==> config.mk <==
export PLATFORM = sky130hd
export DESIGN_NAME = prach_fft_framer
export DESIGN_NICKNAME = d
export VERILOG_FILES = /design/src/rtl/prach_pkg.sv /design/src/rtl/prach_fft_framer.sv
export SDC_FILE = /design/constraint.sdc
export NUM_CORES = 1
export LEC_CHECK = 0
export CORE_UTILIZATION = 44
export CTS_CLUSTER_SIZE = 24
export DETAILED_ROUTE_END_ITERATION = 6
export PLACE_DENSITY = 0.76
export SYNTH_ARGS = -nofsm -noshare
export SYNTH_HDL_FRONTEND = slang
export SYNTH_SLANG_ARGS = --single-unit
==> constraint.sdc <==
create_clock -name clk -period 2.8 [get_ports clk]
set_clock_uncertainty 0.2 [all_clocks]
set_input_delay 0.56 -clock clk [delete_from_list [all_inputs] [get_ports clk]]
set_output_delay 0.56 -clock clk [all_outputs]
set_load 0.05 [all_outputs]
==> src/rtl/prach_pkg.sv <==
// Shared PRACH front-end constants and framer state encoding.
package prach_pkg;

    localparam int unsigned NumFftPoints = 1536;
    localparam int unsigned SampleWidth  = 16;
    localparam int unsigned CpLenWidth   = 12;
    localparam int unsigned NumSymWidth  = 4;
    localparam int unsigned SmpCntWidth  = 11;

    typedef enum logic [1:0] {
        IDLE = 2'd0,
        CP   = 2'd1,
        SYM  = 2'd2
    } framer_state_t;

endpackage

==> src/rtl/prach_fft_framer.sv <==
// Strips the PRACH cyclic prefix and frames each 1536-sample symbol for the FFT.
// Optional abort counter output enabled by PRACH_FRAMER_ABORT_CNT_EN.
module prach_fft_framer
    import prach_pkg::*;
#(
    parameter int unsigned HDR_WIDTH = 120
) (
    input  logic                   clk,
    input  logic                   rst_n,
    input  logic [SampleWidth-1:0] din_dr,
    input  logic [SampleWidth-1:0] din_di,
    input  logic                   din_dv,
    input  logic                   sync_in,
    input  logic [HDR_WIDTH-1:0]   hdr_in,
    input  logic [CpLenWidth-1:0]  cp_len,
    input  logic [NumSymWidth-1:0] num_sym,
    output logic [SampleWidth-1:0] dout_dr,
    output logic [SampleWidth-1:0] dout_di,
    output logic                   dout_dv,
    output logic                   sync_out,
    output logic [HDR_WIDTH-1:0]   hdr_out,
    output logic [NumSymWidth-1:0] sym_idx,
    output logic                   abort
`ifdef PRACH_FRAMER_ABORT_CNT_EN
    ,
    output logic [15:0]            abort_cnt
`endif
);

    localparam logic [SmpCntWidth-1:0] LastSmp = SmpCntWidth'(NumFftPoints - 1);

    framer_state_t          state;
    logic [CpLenWidth-1:0]  cp_cnt;
    logic [CpLenWidth-1:0]  cp_len_q;
    logic [SmpCntWidth-1:0] smp_cnt;
    logic [NumSymWidth-1:0] sym_cnt;
    logic [NumSymWidth-1:0] num_last;
    logic [HDR_WIDTH-1:0]   hdr_q;

    logic                   start_c;
    logic                   abort_c;
    logic                   fwd_c;
    logic                   first_c;
    logic [NumSymWidth-1:0] idx_c;
    logic [NumSymWidth-1:0] num_last_c;
    logic [HDR_WIDTH-1:0]   hdr_c;

    // A qualified start always wins, including over an occasion in flight.
    always_comb begin
        start_c    = sync_in & din_dv;
        abort_c    = start_c && (state != IDLE);
        fwd_c      = 1'b0;
        first_c    = 1'b0;
        idx_c      = sym_cnt;
        hdr_c      = hdr_q;
        num_last_c = (num_sym == '0) ? '0 : NumSymWidth'(num_sym - 4'd1);
        if (start_c) begin
            idx_c = '0;
            hdr_c = hdr_in;
            if (cp_len == '0) begin
                fwd_c   = 1'b1;
                first_c = 1'b1;
            end
        end else if ((state == SYM) && din_dv) begin
            fwd_c   = 1'b1;
            first_c = (smp_cnt == '0);
        end
    end

    // Occasion FSM and sample/CP/symbol counters; all advance on valid samples only.
    always_ff @(posedge clk) begin
        if (!rst_n) begin
            state    <= IDLE;
            cp_cnt   <= '0;
            cp_len_q <= '0;
            smp_cnt  <= '0;
            sym_cnt  <= '0;
            num_last <= '0;
            hdr_q    <= '0;
        end else if (start_c) begin
            hdr_q    <= hdr_in;
            cp_len_q <= cp_len;
            num_last <= num_last_c;
            sym_cnt  <= '0;
            cp_cnt   <= '0;
            smp_cnt  <= '0;
            if (cp_len == '0) begin
                state   <= SYM;
                smp_cnt <= SmpCntWidth'(1);
            end else if (cp_len == CpLenWidth'(1)) begin
                state <= SYM;
            end else begin
                state  <= CP;
                cp_cnt <= CpLenWidth'(1);
            end
        end else if (din_dv) begin
            case (state)
                CP: begin
                    if (cp_cnt == CpLenWidth'(cp_len_q - 12'd1)) begin
                        state  <= SYM;
                        cp_cnt <= '0;
                    end else begin
                        cp_cnt <= cp_cnt + CpLenWidth'(1);
                    end
                end
                SYM: begin
                    if (smp_cnt == LastSmp) begin
                        smp_cnt <= '0;
                        if (sym_cnt == num_last) begin
                            state   <= IDLE;
                            sym_cnt <= '0;
                        end else begin
                            sym_cnt <= sym_cnt + NumSymWidth'(1);
                        end
                    end else begin
                        smp_cnt <= smp_cnt + SmpCntWidth'(1);
                    end
                end
                default: ;
            endcase
        end
    end

    // Output register: one cycle of latency for every output.
    always_ff @(posedge clk) begin
        if (!rst_n) begin
            dout_dr  <= '0;
            dout_di  <= '0;
            dout_dv  <= 1'b0;
            sync_out <= 1'b0;
            hdr_out  <= '0;
            sym_idx  <= '0;
            abort    <= 1'b0;
`ifdef PRACH_FRAMER_ABORT_CNT_EN
            abort_cnt <= '0;
`endif
        end else begin
            dout_dv  <= fwd_c;
            sync_out <= first_c;
            abort    <= abort_c;
            if (fwd_c) begin
                dout_dr <= din_dr;
                dout_di <= din_di;
                sym_idx <= idx_c;
            end
            if (first_c) begin
                hdr_out <= hdr_c;
            end
`ifdef PRACH_FRAMER_ABORT_CNT_EN
            if (abort_c && (abort_cnt != 16'hFFFF)) begin
                abort_cnt <= abort_cnt + 16'd1;
            end
`endif
        end
    end

endmodule

Word level (Yosys, flattened, before mapping)
Cells that the tools add are included.
W data, S select, Z words.
{"block": "word_totals", "out_inout_bits": 159, "word_cells": 73, "ff_bits": 324}
{"block": "op_classes", "bitwise": 2, "eq_ne": 9, "n_reduce_logical": 15, "n_mux": 28, "n_addsub": 5}
{"operator": "$mux W120", "n": 1}
{"operator": "$mux W12", "n": 4}
{"operator": "$mux W11", "n": 4}
{"operator": "$mux W2", "n": 7}
{"operator": "$add A12 B1 Y12 const B", "n": 1}
{"operator": "$eq A12 B1 Y1 const B", "n": 1}
{"operator": "$eq A12 B12 Y1", "n": 1}
{"operator": "$logic_not A12 Y1", "n": 1}
{"operator": "$mux W4", "n": 3}
{"operator": "$sub A12 B1 Y12 const B", "n": 1}
{"operator": "$add A11 B1 Y11 const B", "n": 1}
{"operator": "$eq A11 B11 Y1 const B", "n": 1}
{"operator": "$logic_not A11 Y1", "n": 1}
{"operator": "$mux W1", "n": 8}
{"operator": "$reduce_bool A2 Y1", "n": 4}
{"operator": "$ne A3 B2 Y1 const B", "n": 2}
{"operator": "$reduce_and A5 Y1", "n": 1}
{"operator": "$add A4 B1 Y4 const B", "n": 1}
{"operator": "$eq A4 B4 Y1", "n": 1}
{"operator": "$logic_not A4 Y1", "n": 1}
{"operator": "$pmux W2 S2", "n": 1}
{"operator": "$reduce_and A2 Y1", "n": 2}
{"operator": "$sub A4 B1 Y4 const B", "n": 1}
{"operator": "$ne A3 B3 Y1 const B", "n": 1}
{"operator": "8 further kinds", "n": 9}

Longest topological paths before layout
{"block": "logic_depth", "depth_word": 6, "mapped_depth": 12, "ltp_nobuf": 9}

Worst setup path before layout
No wires, ideal clock.
{"block": "synth_timing", "path_kind": "register to register", "start": "register cp_len_q[0]", "end": "register state[0]", "n_path_buf": 2, "stages_incl_launch_ff": 12, "setup_ns": 0.115, "arrival_ns": 2.551, "path_slack_ns": -0.065, "path_cell_list": "dfxtp_1 > inv_1 > ha_1 > buf_4 > nor3b_2 > xnor2_1 > nor4_1 > o2111ai_1 > or4_1 > buf_2 > o311a_1 > o21a_1"}
{"block": "synth_between", "elab_chain_cells": 4}
{"item": "start, declared", "line": "prach_fft_framer.sv:34", "text": "logic [CpLenWidth-1:0] cp_len_q;"}
{"item": "start signal, assigned", "line": "prach_fft_framer.sv:82", "text": "cp_len_q <= cp_len;"}
{"item": "$sub A12 B1 Y12", "line": "prach_fft_framer.sv:99", "text": "if (cp_cnt == CpLenWidth'(cp_len_q - 12'd1)) begin"}
{"item": "$eq A12 B12 Y1", "line": "prach_fft_framer.sv:99"}
{"item": "$ne A3 B3 Y1 (no line)"}
{"item": "$reduce_and A5 Y1 (no line)"}
{"item": "end signal, assigned", "line": "prach_fft_framer.sv:93", "text": "state <= CP;"}
{"item": "end signal, assigned", "line": "prach_fft_framer.sv:100", "text": "state <= SYM;"}
{"item": "end signal, assigned", "line": "prach_fft_framer.sv:110", "text": "state <= IDLE;"}
{"item": "end, declared", "line": "prach_fft_framer.sv:32", "text": "framer_state_t state;"}
No other way between the ends.
A chain may end at the register's enable or synchronous reset.

Final worst setup path
{"block": "layout_timing", "start": "register cp_len_q[0]", "end": "register cp_cnt[6]"}
{"block": "layout_between", "elab_chain_cells": 6}
{"item": "$sub A12 B1 Y12", "line": "prach_fft_framer.sv:99"}
{"item": "$eq A12 B12 Y1", "line": "prach_fft_framer.sv:99"}
{"item": "$mux W12", "line": "prach_fft_framer.sv:99"}
{"item": "$mux W12", "line": "prach_fft_framer.sv:97", "text": "case (state)"}
{"item": "$mux W12", "line": "prach_fft_framer.sv:96", "text": "end else if (din_dv) begin"}
{"item": "$mux W12", "line": "prach_fft_framer.sv:80", "text": "end else if (start_c) begin"}
{"item": "end signal, assigned", "line": "prach_fft_framer.sv:94", "text": "cp_cnt <= CpLenWidth'(1);"}
{"item": "end signal, assigned", "line": "prach_fft_framer.sv:103", "text": "cp_cnt <= cp_cnt + CpLenWidth'(1);"}
{"item": "end, declared", "line": "prach_fft_framer.sv:33", "text": "logic [CpLenWidth-1:0] cp_cnt;"}
No other way between the ends. The select of a mux whose other input is x is not followed.

==> impl_metrics.csv <==
group,metric,value,unit
timing,tightestPinTransition,0.5908,ns
logic_synthesis,synth-compound-area-share,15.90,%
clock_tree,cts_tree,"yes",
finish,fin_nets,1789,
critical_path,crit_start,"cp_len_q[0]",
floorplan,start_util,45.24,%
logic_synthesis,synth_edf_count,0,
pwr,p_total,10.78,mW
min_path,hold_start,"rst_n",
clock_tree,path_clk_slew,0.06,ns
logic_synthesis,synthXorXnorAreaFrac,1.718,%
timing,slew_headroom,60.49,%
finish,final_layout_size_suffix_gt1_share,7.339,%
global_route,grt_pass1_vias,9818,
timing,fmax,373.1,MHz
timing,rsz0062_at_grt,"false",
floorplan,fp.coreArea,0.02816,mm²
route,antenna_left,0,
critical_path,cp.arrival,2.87,ns
pwr,leakage,7.943,nW
timing,finalCriticalPeriod,2.680,ns
logic_synthesis,async_reset_ff_share,0,%
route,vias,10110,
critical_path,r2r_start,"cp_len_q[0]",
logic_synthesis,synthAdderAreaFrac,0.4910,%
logic_synthesis,ys_ff_latch,324,
pwr,pwr_density_cell,600.0,mW/mm²
pwr,ir_drop,0.0004237,V
logic_synthesis,seq_area_frac_synth,50.90,%
global_route,grt.total_usage,20.71,%
logic_synthesis,yosys_warnings,0,
finish,area_growth,41.02,%
global_route,overflow,0,
logic_synthesis,synth_area,0.01274,mm²
finish,fillers,2250,
critical_path,end_kind,"register",
clock_tree,cts_resized,0,
logic_synthesis,ys_types,53,
critical_path,crit_type,"reg -> reg",
floorplan,die_x,172.2,µm
floorplan,dieArea,0.02964,mm²
timing,finalSetupViolCount,0,
clock_tree,cts_root_buffer,"clkbuf_16",
route,routedWlPerCell,15.74,µm
floorplan,rows,61,
critical_path,required,2.99,ns
placement,postPlaceCellArea,0.01673,mm²
finish,final_area,0.01797,mm²
placement,dpl.hpwl,22010,µm
critical_path,crit_fanout,9,
floorplan,io_pins,331,
clock_tree,clk_path_buf_depth,3,
status,outcome,"finished, final reports clean",
clock_tree,clkSinkCount,324,
logic_synthesis,synth_cells,1289,
min_path,hp-class,"in -> reg",
critical_path,startpoint_type,"register",
clock_tree,post_cts_buffers,0,
global_route,grt_pass1_wl,49330,µm
route,drtIter0Drc,531,
route,drcViolationCount,0,
logic_synthesis,yosys.area_share.simple,17.97,%
logic_synthesis,muxShareOfSynthArea,9.584,%
clock_tree,postCtsHoldBufs,0,
logic_synthesis,synth_fp_nets,1466,
placement,gp_congestion,0.8492,
global_route,grt_max_degree,141,
logic_synthesis,postSynthAreaPerCell,9.885,µm²
clock_tree,h-tree-depth,2,
route,avgViaCountPerCell,5.019,
job,cap_viol_max_count,0,
timing,maxSlewViolCount,0,
logic_synthesis,synth_top_family_by_area,"simple AND/OR/NAND/NOR gates",
route,dr.pass1.iters,5,
timing,fin_crit_sh,95.72,%
logic_synthesis,synth_ff_type,"dfxtp_1",
placement,portBuffers,330,
clock_tree,insertion_delay,0.51,ns
timing,hold_viol_final,0,
global_route,antenna_found_initial,1,
floorplan,die_h,172.2,µm
route,wirelength,31710,µm
clock_tree,numCtsBuffers,36,
[cell families after synthesis]
kind of cell	after synthesis
buffers and inverters	106
XOR/XNOR	25
AO/OA/AOI/OAI	241
adder cells (fa/ha/maj)	5
multiplexers	122
AND/OR/NAND/NOR	466
flip-flops	324
[power by group]
part           total, mW  switching (mW)  internal [mW]
registers           4.84          0.0721           4.77
clock network       4.74            1.85           2.89
logic               1.20           0.613          0.592
total               10.8            2.53           8.25
[per-stage QoR]
stage | utilization (%) | setup WS (ns) | hold WS [ns] | setup TNS (ns) | instances
global route | 63.80 | 0.009974 | 0.2104 | 0 | 2014
floorplan | - | 0.002083 | 0.2528 | 0 | 1289
global placement | 59.42 | 0.007384 | 0.2491 | 0 | 1952
CTS | 63.70 | 0.04364 | 0.1916 | 0 | 2013
detailed placement | 59.42 | -0.03649 | 0.2558 | -0.7627 | 1952
finish | 63.80 | 0.1199 | 0.2087 | 0 | 2014
[routing by layer]
layer	track usage, %	wire length, µm	part of all wire, %
met1	24.55	13070	41
met2	35.48	15470	49
met3	5.608	2027	6.4
met4	8.003	1132	3.6
met5	0	0	0
[worst paths after layout]
check	endpoint	slack [ns]	cells past startpoint
hold reg to reg	dout_di[6]	0.26	2
setup reg to reg	cp_cnt[6]	0.12	9
setup / recovery	cp_cnt[6]	0.12	9
hold / removal	num_last[2]	0.21	2
[area by class of cell]
| class | count | area [µm²] | share of cell area [%] |
|---|---|---|---|
| multi-input combinational | 859 | 5861 | 32.62 |
| clock inverter | 10 | 158.9 | 0.8843 |
| sequential | 324 | 6489 | 36.11 |
| clock buffer | 51 | 1047 | 5.828 |
| antenna | 1 | 2.502 | 0.01393 |
| tap | 378 | 473.0 | 2.632 |
| timing repair buffer | 381 | 3900 | 21.70 |
| inverter | 10 | 37.54 | 0.2089 |
[Yosys cell counts, types with 13 or more instances]
library cell	instances	share of area, %
nor2b_1	133	6.5
o21ai_0	19	0.75
nand2_1	239	7.0
xnor2_1	14	0.96
buf_2	23	0.90
dfxtp_1	324	51
a21boi_0	51	3.0
nor2_1	20	0.59
mux2i_1	122	9.6
a21oi_1	13	0.51
clkbuf_1	61	1.8
o211a_1	121	9.5
nand3_1	15	0.59
a31oi_1	14	0.69
[flip-flops by register name (all words and copies together) (netlist names)]
signal    count
dout_dv       1
sym_idx       4
sym_cnt       4
dout_dr      16
hdr_out     120
cp_len_q     12
abort         1
cp_cnt       12
hdr_q       120
num_last      4
smp_cnt      11
dout_di      16
state         2
sync_out      1
[worst max-delay path: stages, from the launching register on]
cell and delay, ns:
dfxtp_2 0.32, buf_4 0.15, or3_1 0.40, or3_1 0.36, a21oi_1 0.14, a31oi_1 0.06, or4_4 0.46, buf_4 0.19
a31oi_1 0.19, a31oi_1 0.06
[layout by cell type (no fill, tap or decap), types with 6 or more instances in the layout]
cell / n
clkdlybuf4s50_1: 329
a31oi_1: 13
a21oi_1: 13
buf_12: 17
xnor2_1: 14
xor2_1: 11
clkbuf_8: 9
nor2b_1: 133
and3_1: 7
nor3_1: 10
nor4_1: 7
o21ai_0: 18
clkbuf_16: 36
dfxtp_1: 322
nand3_1: 15
inv_1: 10
nor2_1: 20
a21boi_0: 51
mux2i_1: 122
o211a_1: 121
nand2_1: 239
clkbuf_1: 6
buf_4: 34
Power figures use the tool's default switching activity.
